<file path="config.mk">
export PLATFORM = sky130hd
export DESIGN_NAME = rv32_csr_host_port
export DESIGN_NICKNAME = d
export VERILOG_FILES = /design/src/rtl/rv32_csr_host_port.sv
export SDC_FILE = /design/constraint.sdc
export NUM_CORES = 1
export LEC_CHECK = 0
export BUFFER_PORTS_ARGS = -buffer_cell sky130_fd_sc_hd__buf_4
export CAP_MARGIN = 20
export CORE_MARGIN = 3
export CORE_UTILIZATION = 48
export CTS_CLUSTER_SIZE = 24
export DETAILED_ROUTE_END_ITERATION = 16
export PLACE_DENSITY = 0.87
export SLEW_MARGIN = 10
export SYNTH_ARGS = -nofsm -noshare
export SYNTH_HDL_FRONTEND = slang
export SYNTH_SLANG_ARGS = --single-unit
</file>
<file path="constraint.sdc">
create_clock -name clk -period 3.6 [get_ports clk]
set_input_delay 0.72 -clock clk [delete_from_list [all_inputs] [get_ports clk]]
set_output_delay 0.72 -clock clk [all_outputs]
set_load 0.03 [all_outputs]
</file>
<file path="src/rtl/rv32_csr_host_port.sv">
// rv32_csr_host_port
//   Host-side access port onto the RV32 CSR file. Accepts one command at a
//   time (read / write / set bits / clear bits), waits for a cycle in which
//   the pipeline does not own the CSR port, performs one combined
//   read-modify-write access and returns the pre-access CSR value.
//
//   Optional feature (macro RV32_CSR_HOST_PORT_VERIFY_EN, default undefined):
//   after every modifying access, a second read-only access compares the
//   CSR against the value that should have been written. A mismatch is
//   reported as error 2'b10 (e.g. WARL fields that ignored some bits).
//
// Ports
//   clk, reset_n            clock (rising edge), async active-low reset
//   cmd_valid_in/ready_out  command handshake; op/csr/data captured on accept
//   cmd_op_in               00 read, 01 write, 10 set bits, 11 clear bits
//   rsp_valid_out/ready_in  response handshake
//   rsp_data_out            CSR value before the access (0 on violation)
//   rsp_error_out           00 ok, 01 read-only violation, 10 verify mismatch
//   csr_busy_in             pipeline owns the CSR port this cycle
//   csr_*_out               drive the CSR file's access port
//   csr_read_value_in       read data from the CSR file
module rv32_csr_host_port (
  input  logic        clk,
  input  logic        reset_n,
  input  logic        cmd_valid_in,
  output logic        cmd_ready_out,
  input  logic [1:0]  cmd_op_in,
  input  logic [11:0] cmd_csr_in,
  input  logic [31:0] cmd_data_in,
  output logic        rsp_valid_out,
  input  logic        rsp_ready_in,
  output logic [31:0] rsp_data_out,
  output logic [1:0]  rsp_error_out,
  input  logic        csr_busy_in,
  output logic        csr_read_out,
  output logic        csr_write_out,
  output logic [1:0]  csr_write_op_out,
  output logic        csr_src_out,
  output logic [11:0] csr_out,
  output logic [31:0] csr_rs1_value_out,
  output logic [31:0] csr_imm_value_out,
  input  logic [31:0] csr_read_value_in
);

  typedef enum logic [1:0] {IDLE, ISSUE, VERIFY, RESP} state_t;

  localparam logic [1:0] OP_READ  = 2'b00;
  localparam logic [1:0] OP_WRITE = 2'b01;
  localparam logic [1:0] OP_SET   = 2'b10;
  localparam logic [1:0] OP_CLR   = 2'b11;

  state_t      state_q, state_d;
  logic [1:0]  op_q;
  logic [11:0] csr_q;
  logic [31:0] data_q;
  logic [31:0] rsp_data_q;
  logic [1:0]  rsp_err_q;

  logic accept;
  logic ro_viol;
  logic issue_go;

  assign accept   = cmd_valid_in && cmd_ready_out;
  // Address space 0xC00-0xFFF is read-only; only modifying ops violate it.
  assign ro_viol  = (cmd_op_in != OP_READ) && (cmd_csr_in[11:10] == 2'b11);
  assign issue_go = (state_q == ISSUE) && !csr_busy_in;

`ifdef RV32_CSR_HOST_PORT_VERIFY_EN
  logic        verify_go;
  logic [31:0] expect_val;

  assign verify_go = (state_q == VERIFY) && !csr_busy_in;

  // rsp_data_q still holds the pre-access value captured in ISSUE.
  always_comb begin
    expect_val = data_q;
    case (op_q)
      OP_SET:  expect_val = rsp_data_q | data_q;
      OP_CLR:  expect_val = rsp_data_q & ~data_q;
      default: expect_val = data_q;
    endcase
  end
`endif

  // State register
  always_ff @(posedge clk or negedge reset_n) begin
    if (!reset_n) state_q <= IDLE;
    else          state_q <= state_d;
  end

  // Next-state logic
  always_comb begin
    state_d = state_q;
    case (state_q)
      IDLE:   if (accept) state_d = ro_viol ? RESP : ISSUE;
`ifdef RV32_CSR_HOST_PORT_VERIFY_EN
      ISSUE:  if (!csr_busy_in) state_d = (op_q != OP_READ) ? VERIFY : RESP;
      VERIFY: if (!csr_busy_in) state_d = RESP;
`else
      ISSUE:  if (!csr_busy_in) state_d = RESP;
`endif
      RESP:   if (rsp_ready_in) state_d = IDLE;
      default: state_d = IDLE;
    endcase
  end

  // Outputs: purely from state and csr_busy_in, so strobes drop the instant
  // reset asserts (state is forced to IDLE asynchronously).
  always_comb begin
    cmd_ready_out = (state_q == IDLE) && reset_n;
    rsp_valid_out = (state_q == RESP);
    csr_read_out  = issue_go;
    csr_write_out = issue_go && (op_q != OP_READ);
`ifdef RV32_CSR_HOST_PORT_VERIFY_EN
    csr_read_out  = issue_go || verify_go;
`endif
    // Host op 01/10/11 maps onto CSR file op 00/01/10; reads use 00.
    csr_write_op_out  = (op_q == OP_READ) ? 2'b00 : (op_q - 2'd1);
    csr_src_out       = 1'b1;
    csr_out           = csr_q;
    csr_rs1_value_out = data_q;
    csr_imm_value_out = 32'd0;
    rsp_data_out      = rsp_data_q;
    rsp_error_out     = rsp_err_q;
  end

  // Command capture and response data
  always_ff @(posedge clk or negedge reset_n) begin
    if (!reset_n) begin
      op_q       <= OP_READ;
      csr_q      <= 12'd0;
      data_q     <= 32'd0;
      rsp_data_q <= 32'd0;
      rsp_err_q  <= 2'b00;
    end else begin
      if (accept) begin
        op_q   <= cmd_op_in;
        csr_q  <= cmd_csr_in;
        data_q <= cmd_data_in;
        if (ro_viol) begin
          rsp_data_q <= 32'd0;
          rsp_err_q  <= 2'b01;
        end
      end
      if (issue_go) begin
        rsp_data_q <= csr_read_value_in;
        rsp_err_q  <= 2'b00;
      end
`ifdef RV32_CSR_HOST_PORT_VERIFY_EN
      if (verify_go)
        rsp_err_q <= (csr_read_value_in != expect_val) ? 2'b10 : 2'b00;
`endif
    end
  end

endmodule

</file>
==> flow_metrics.tcl, run 1 <==
set metrics [dict create \
    antenna_cells 0 \
    maxClockFrequency_mhz 369.2 \
    critPathRequiredTime_ns 2.88 \
    gp_congestion 0.7250 \
    clk_path_buf_depth 2 \
    max_stage_delay_ns 0.62 \
    area_growth_pct 36.36 \
    cts_made_buffers 9 \
    drive_above_1_share_pct 51.10 \
    yosys.area.top_type "dfrtp_1" \
    path_buf_inv 3 \
    cts.sinks 81 \
    rsz0062_at_grt "no" \
    yosys_warnings 0 \
    ant_nets 0 \
    setup_tns_ns 0 \
    syn_area_per_cell_um2 12.38 \
    rows 30 \
    worst_pin_slew_ns 0.8793 \
    core_area_um2 7019 \
    synth-simple-area-share_pct 8.462 \
    max_slew_margin_pct 41.38 \
    start_util_pct 50.98 \
    nNetsFinal 534 \
    drt_iter0_drc 68 \
    maxSlewViolCount 0 \
    cp_top_family "buffers and inverters" \
    worstSetupPathType "in -> out" \
    crit_chain "buf_4 -> or3b_1 -> clkinv_4 -> buf_4" \
    yosys-mux-area-fraction_pct 17.52 \
    slowest_stage "or3b_1" \
    syn_inst 289 \
    via_per_inst 4.716 \
    grt-ovfl-total 0 \
    yosys.area_share.adder_pct 0 \
    power_density_nw_per_um2 989.5 \
    die_h_um 92.34 \
    layout_common_cells "buf_4 (168), dfrtp_1 (81), nand2_1 (65)" \
    r2r_setup_slack_ns 1.39 \
    worstPathArrival_ns 1.99 \
    clock_latency_ns 0.35 \
    cts.htree.levels 3 \
    met1_length_um 3149 \
    synth_top_family_by_area "multiplexers" \
    end_kind "primary output" \
    grt_pass1_vias 2714 \
    cts_tree "yes" \
    die_w_um 92.34 \
    totalWireLength_um 8280 \
    clk_pin_slew_worst_paths_ns 0.09 \
    wl_met3_um 669 \
    io_buffers 165 \
    maxCapViolations 0 \
    dr.max_layer_used "met4" \
    period_minus_slack_ns 2.709 \
    ys_types 23 \
    cts_resized 0 \
    yosysTopAreaCellShare_pct 56.64 \
    firstDrtPassIters 4 \
    outcome "completed" \
    seq_area_frac_synth_pct 56.64 \
    dr_wl_met2_um 4325 \
    syn_area_um2 3578 \
    grt_max_degree 70 \
    crit_fanout 34 \
    cts_hold_buffers 0 \
    synth_area_leaders "dfrtp_1 (57%), mux2_4 (12%), buf_4 (7.6%)" \
    hold_viol 0 \
    dp_cells 536 \
    final_common_cell "buf_4" \
    hpwlAfterDp_um 6193 \
    p_leak_uw 0.002495 \
    antenna_found_initial 0 \
    cts_setup_buffers 0 \
    die-area_um2 8527 \
    routed-via-count 2603 \
    ys_ff_latch 81 \
    clockRootBuffer "clkbuf_8" \
    drc 0 \
    irDropWorstVdd_uv 538.0 \
    grt_pass1_wl_um 13140 \
    grtUsageTotal_pct 19.51 \
    finalNonFillerCells 552 \
    fin_crit_sh_pct 75.24 \
    hold_class "in -> async" \
    skew_ns 0.01745 \
    setup_viol 0 \
    ios 200 \
    synth_compound_area_share_pct 5.490 \
    cp_common_cell "buf_4" \
    synth-xor-area-share_pct 0 \
    wl_per_cell_um 15.00 \
    critPathLaunchType "input pin" \
]
Yosys cell counts (all sizes together):
library cell / number
a211o: 1
a21o: 1
and2: 2
and4bb: 1
buf: 49
clkinv: 1
conb: 2
dfrtp: 81
inv: 1
mux2: 46
nand2: 65
nor2: 2
nor2b: 1
nor3b: 1
o2111a: 1
o21a: 1
o21ai: 32
or3b: 1
power by group:
| part | total, uW | leakage (uW) | internal [uW] | switching [uW] |
|---|---|---|---|---|
| clock network | 667 | 0.0000985 | 340 | 327 |
| registers | 1620 | 0.000985 | 1360 | 265 |
| logic | 2540 | 0.00141 | 1050 | 1490 |
through the flow:
stage / area [um2] / worst slack (ns) / power, uW / hold slack [ns] / util (%)
floorplan: 3699 / 1.069 / 3287 / 0.4244 / -
detailed placement: 4674 / 0.8863 / 4201 / 0.4958 / 66.60
global route: 4880 / 0.7553 / 5090 / 0.1855 / 69.52
finish: 4880 / 0.8913 / 4829 / 0.2015 / 69.52
global placement: 4674 / 0.8933 / 4125 / 0.4857 / 66.60
CTS: 4880 / 0.8549 / 4883 / 0.1903 / 69.52
cell families (layout without fill, tap and decap cells):
family,after synthesis,in the layout
AO/OA/AOI/OAI,36,36
buffers and inverters,51,186
flip-flops,81,81
multiplexers,46,46
other,2,34
AND/OR/NAND/NOR,73,73
path summary, 6_finish.rpt:
path,startpoint,cells after the start,endpoint
max in group asynchronous,reset_n,2,csr_out[11]
min,reset_n,1,csr_out[1]
max reg2reg,state_q[1],3,rsp_data_out[10]
min in group clk,csr_out[7],1,csr_out[7]
min reg2reg,csr_out[7],1,csr_out[7]
max,csr_busy_in,4,csr_read_out
state kept, by name, indices dropped and copies added (netlist names):
register / flops
rsp_data_out: 32
rsp_error_out: 1
csr_out: 12
state_q: 2
csr_rs1_value_out: 32
op_q: 2
final cells by class:
cell class | count | area (um2)
Clock buffer | 10 | 137.6
Sequential cell | 81 | 2027
Multi-Input combinational cell | 189 | 1254
Inverter | 2 | 12.51
Timing Repair Buffer | 168 | 1261
Fill cell | 516 | 2140
Tap cell | 96 | 120.1
Clock inverter | 6 | 67.56
per-layer routing:
metal | global-route usage [%] | vias up
met5 | 0 | -
met1 | 22.95 | 1255
li1 | - | 1206
met2 | 33.90 | 130
met3 | 4.955 | 12
met4 | 8.045 | 0
No activity file was read; power rests on OpenSTA's default activity.
==> inputs of run 2 (changes only) <==
- CORE_UTILIZATION: 48 -> 44
- PLACE_DENSITY: 0.87 -> 0.81
- clock period: 3.6 -> 2.6 ns (I/O delays scaled with it)
==> run 2 against run 1 <==
Clock skew shrank 0.011 ns. Clock-buffer cell count grew 1. Register-to-register slack lost 0.54 ns.
==> flow_metrics.tcl, run 2 (synthesis results as in run 1) <==
set metrics [dict create \
    cp_top_family "simple AND/OR/NAND/NOR gates" \
    wl_per_cell_um 14.65 \
    grt-ovfl-total 0 \
    cts_tree "yes" \
    cts.sinks 81 \
    drc 0 \
    period_minus_slack_ns 2.223 \
    crit_cells 3 \
    cts.htree.levels 3 \
    totalWireLength_um 8206 \
    max_slew_margin_pct 34.13 \
    crit_chain "or3b_1 -> clkinv_4 -> buf_4" \
    maxCapViolations 0 \
    firstDrtPassIters 4 \
    antenna_found_initial 0 \
    power_density_nw_per_um2 1374 \
    rsz0062_at_grt "no" \
    slowest_stage "or3b_1" \
    cts_setup_buffers 0 \
    clk_path_buf_depth 2 \
    cts_hold_buffers 0 \
    max_stage_delay_ns 0.48 \
    die-area_um2 9251 \
    setup_viol 0 \
    ff2ff_path_depth 3 \
    irDropWorstVdd_uv 706.8 \
    hold_class "in -> reg" \
    end_kind "primary output" \
    grt_pass1_vias 2560 \
    critPathLaunchType "register" \
    die_h_um 96.18 \
    worst_pin_slew_ns 0.9880 \
    r2r_start "state_q[1]" \
    io_buffers 165 \
    worstPathArrival_ns 1.70 \
    nNetsFinal 536 \
    routed-via-count 2530 \
    cts_made_buffers 9 \
    fin_crit_sh_pct 85.51 \
    hold_viol 0 \
    layout_setup_ws_ns 0.3767 \
    path_buf_inv 2 \
    cp-endpoint "csr_read_out" \
    clock_latency_ns 0.33 \
    antenna_cells 0 \
    p_leak_uw 0.002506 \
    grtUsageTotal_pct 17.46 \
    cts_resized 0 \
    rows 32 \
    layout_common_cells "buf_4 (170), dfrtp_1 (81), nand2_1 (65)" \
    gp_congestion 0.7097 \
    drive_above_1_share_pct 50.87 \
    skew_ns 0.006190 \
    via_per_inst 4.518 \
    hpwlAfterDp_um 6028 \
    startpoint "state_q[1]" \
    start_util_pct 45.83 \
    r2r-end "rsp_data_out[10]" \
    clk_pin_slew_worst_paths_ns 0.08 \
    ios 200 \
    ant_nets 0 \
    dp_slack_ns 0.5329 \
    core_area_um2 7807 \
    grt_pass1_wl_um 12180 \
    drt_iter0_drc 78 \
    r2r_setup_slack_ns 0.85 \
    critPathRequiredTime_ns 2.08 \
    post-route-util_pct 62.87 \
    crit_fanout 34 \
    outcome "completed" \
    maxClockFrequency_mhz 449.8 \
    grt_max_degree 82 \
    final_common_cell "buf_4" \
    die_w_um 96.18 \
    setup_tns_ns 0 \
    fillers 619 \
    maxSlewViolCount 0 \
    worstSetupPathType "reg -> out" \
    area_growth_pct 37.17 \
    clockRootBuffer "clkbuf_8" \
    hold_depth 3 \
]
## run 2: changes by cell type in the layout (fill, tap and decap cells not counted)
| cell | change |
|---|---|
| bufinv_16 | +1 |
| clkbuf_1 | +2 |
| buf_4 | +2 |
| clkbuf_8 | -1 |
| clkinv_4 | -2 |
## run 2: layer usage
layer  vias up  share of wire (%)  track usage (%)
met4         0               0.90            6.517
met1      1191                 38            20.57
li1       1208                  -                -
met2       125                 50            28.87
met3         6                 11            6.646
met5         -                  0                0
## run 2: worst min path at each step
| stage | endpoint | slack [ns] | from |
|---|---|---|---|
| 6_report | rsp_data_out[11] | 0.38 | csr_read_value_in[11] |
| 5_1_grt | rsp_data_out[0] | 0.38 | csr_read_value_in[0] |
| 4_1_cts | rsp_data_out[11] | 0.36 | csr_read_value_in[11] |
| 3_5_place_dp | csr_rs1_value_out[7] | 0.49 | csr_rs1_value_out[7] |
| 3_3_place_gp | rsp_error_out[0] | 0.49 | rsp_error_out[0] |
| 2_1_floorplan | csr_out[0] | 0.22 | reset_n |
## run 2: metrics by stage
stage,hold WS (ns),instances,power [uW],instance area (um2)
2_1_floorplan,0.2244,321,4552,3699
3_3_place_gp,0.4909,544,5730,4697
3_5_place_dp,0.4944,544,5825,4697
4_1_cts,0.3647,560,6824,4908
5_1_grt,0.3814,560,7125,4908
6_report,0.3842,560,6742,4908
## run 2: cell type report
| type | count | area, um2 | area share [%] |
|---|---|---|---|
| inverter | 2 | 12.51 | 0.2549 |
| clock inverter | 5 | 80.08 | 1.631 |
| multi-input combinational | 189 | 1254 | 25.54 |
| tap | 102 | 127.6 | 2.600 |
| clock buffer | 11 | 131.4 | 2.677 |
| timing repair buffer | 170 | 1276 | 26.00 |
| sequential | 81 | 2027 | 41.29 |
## run 2: worst min-delay path: stages
cell and delay (ns):
buf_4 0.08, nand2_1 0.03, o21ai_0 0.05
## run 2: where the power goes
group          switching, uW  leakage [uW]  internal (uW)
clock network            428     0.0000995            540
registers                372      0.000985           1880
logic                   2060       0.00142           1470
==> inputs of run 3 (changes only) <==
- CELL_PAD_IN_SITES_DETAIL_PLACEMENT: default -> 1
- CELL_PAD_IN_SITES_GLOBAL_PLACEMENT: default -> 2
- CORE_UTILIZATION: 44 -> 26
- PLACE_DENSITY: 0.81 -> 0.8
==> run 3 against run 2 <==
Global-route usage shrank 5.0 points. Clock skew is 0.0026 ns lower. Maximum frequency rose by 0.50%. Cell area rose by 3.7%. Core utilization down 25 points. First-iteration DRC count rose by 60%. Non-clock buffer count did not move. Critical endpoint is now rsp_data_out[31]. Register-to-register slack got worse by 0.07 ns. Final cell count increased by 13%.
==> flow_metrics.tcl, run 3 (synthesis results as in run 1) <==
set metrics [dict create \
    p_sw_share_pct 41.76 \
    slowest_stage "o2111a_2" \
    period_minus_slack_ns 2.212 \
    dp_slack_ns 0.5296 \
    max_stage_delay_ns 0.61 \
    p_total_uw 7052 \
    setup_viol 0 \
    hold_class "in -> reg" \
    gp_congestion 0.7394 \
    antenna_found_initial 0 \
    die_h_um 123.3 \
    fillers 1515 \
    firstDrtPassIters 4 \
    comb_power_share_pct 50.1 \
    seq_power_share_pct 31.9 \
    totalWireLength_um 9419 \
    dp_cells 617 \
    die_w_um 123.3 \
    crit_fanout 34 \
    critPathLaunchType "input pin" \
    grt-ovfl-total 0 \
    drive_above_1_share_pct 51.09 \
    rsz0062_at_grt "no" \
    ios 200 \
    r2r_setup_slack_ns 0.78 \
    area_growth_pct 42.20 \
    antenna_cells 0 \
    wl_per_cell_um 14.86 \
    cts_hold_buffers 1 \
    clk_pin_slew_worst_paths_ns 0.06 \
    hpwlAfterDp_um 6789 \
    worstPathArrival_ns 2.39 \
    clock_latency_ns 0.33 \
    cts_made_buffers 9 \
    hold_viol 0 \
    p_leak_uw 0.002554 \
    finalNonFillerCells 634 \
    cts_resized 0 \
    grt_max_degree 76 \
    power_density_nw_per_um2 1386 \
    die-area_um2 15210 \
    holdWs_ns 0.3911 \
    maxCapViolations 0 \
    switchingPower_uw 2945 \
    grt_pass1_vias 2780 \
    rows 42 \
    cts.htree.levels 3 \
    grtUsageTotal_pct 12.48 \
    io_buffers 165 \
    end_kind "register" \
    maxClockFrequency_mhz 452.0 \
    clk_path_buf_depth 2 \
    worstSetupPathType "in -> reg" \
    clockRootBuffer "clkbuf_16" \
    final_common_cell "buf_4" \
    multi_input_area_um2 1254 \
    ff2ff_path_depth 3 \
    grt_pass1_wl_um 14690 \
    via_per_inst 4.112 \
    skew_ns 0.003566 \
    maxSlewViolCount 0 \
    layout_common_cells "buf_4 (169), dfrtp_1 (81), nand2_1 (65)" \
    worst_pin_slew_ns 0.9786 \
    cts_tree "yes" \
    ant_nets 0 \
    setup_tns_ns 0 \
    outcome "completed" \
    p_clk_share_pct 17.9 \
    irDropWorstVdd_uv 598.2 \
    cts_setup_buffers 0 \
    layout_setup_ws_ns 0.3878 \
    nNetsFinal 536 \
    start_util_pct 26.81 \
    drc 0 \
    crit_chain "dlygate4sd3_1 -> buf_4 -> and4bb_4 -> o2111a_2 -> o21ai_0" \
    drt_iter0_drc 125 \
    core_area_um2 13350 \
    routed-via-count 2607 \
    critPathRequiredTime_ns 2.78 \
    fin_crit_sh_pct 85.08 \
    internal_power_uw 4107 \
    final-seq-area_um2 2027 \
    hold_depth 3 \
    cts.sinks 81 \
    max_slew_margin_pct 34.76 \
]
run 3: changes by cell type in the layout (fill, tap and decap cells not counted), sizes merged:
cell,before,now
clkinv,2,5
buf,170,169
bufinv,2,1
clkbuf,11,10
clkinvlp,2,1
dlygate4sd3,0,1
run 3: final timing paths:
kind | end | startpoint
worst max-delay path | rsp_data_out[31] | reset_n
worst min-delay path | rsp_data_out[3] | csr_read_value_in[3]
worst max register to register | rsp_data_out[31] | state_q[1]
worst min register to register | rsp_error_out[0] | rsp_error_out[0]
max in group asynchronous | csr_rs1_value_out[7] | reset_n
min in group asynchronous | csr_out[11] | reset_n
run 3: stage by stage:
| step | cell area [um2] | utilization, % |
|---|---|---|
| 2_1_floorplan | 3699 | - |
| 3_3_place_gp | 4782 | 35.83 |
| 3_5_place_dp | 4782 | 35.83 |
| 4_1_cts | 5089 | 38.12 |
| 5_1_grt | 5089 | 38.12 |
| 6_report | 5089 | 38.12 |
run 3: cell type report:
| type | count | share of cell area (%) |
|---|---|---|
| Timing Repair Buffer | 170 | 25.13 |
| Clock buffer | 10 | 4.696 |
| Inverter | 2 | 0.2459 |
| Multi-Input combinational cell | 189 | 24.64 |
| Tap cell | 176 | 4.328 |
| Clock inverter | 6 | 1.131 |
| Sequential cell | 81 | 39.83 |
run 3: power by group through the flow:
stage | clock (uW) | combinational [uW] | sequential [uW]
floorplan | 0 | 1180 | 3380
global placement | 0 | 3530 | 2250
detailed placement | 0 | 3590 | 2270
CTS | 1320 | 3590 | 2270
global route | 1380 | 3760 | 2350
finish | 1260 | 3540 | 2250
run 3: critical path, delay by kind of cell:
kind | cells | cell delay, ns
buf+inv | 2 | 0.72
simple gates | 1 | 0.30
compound gates | 2 | 0.82
run 3: routing by layer:
| layer | up-vias | global-route usage, % | part of all wire [%] |
|---|---|---|---|
| met1 | 1269 | 15.24 | 40 |
| met5 | - | 0 | 0 |
| met4 | 0 | 5.190 | 2.0 |
| met2 | 112 | 20.25 | 49 |
| met3 | 13 | 4.117 | 8.6 |
| li1 | 1213 | - | - |
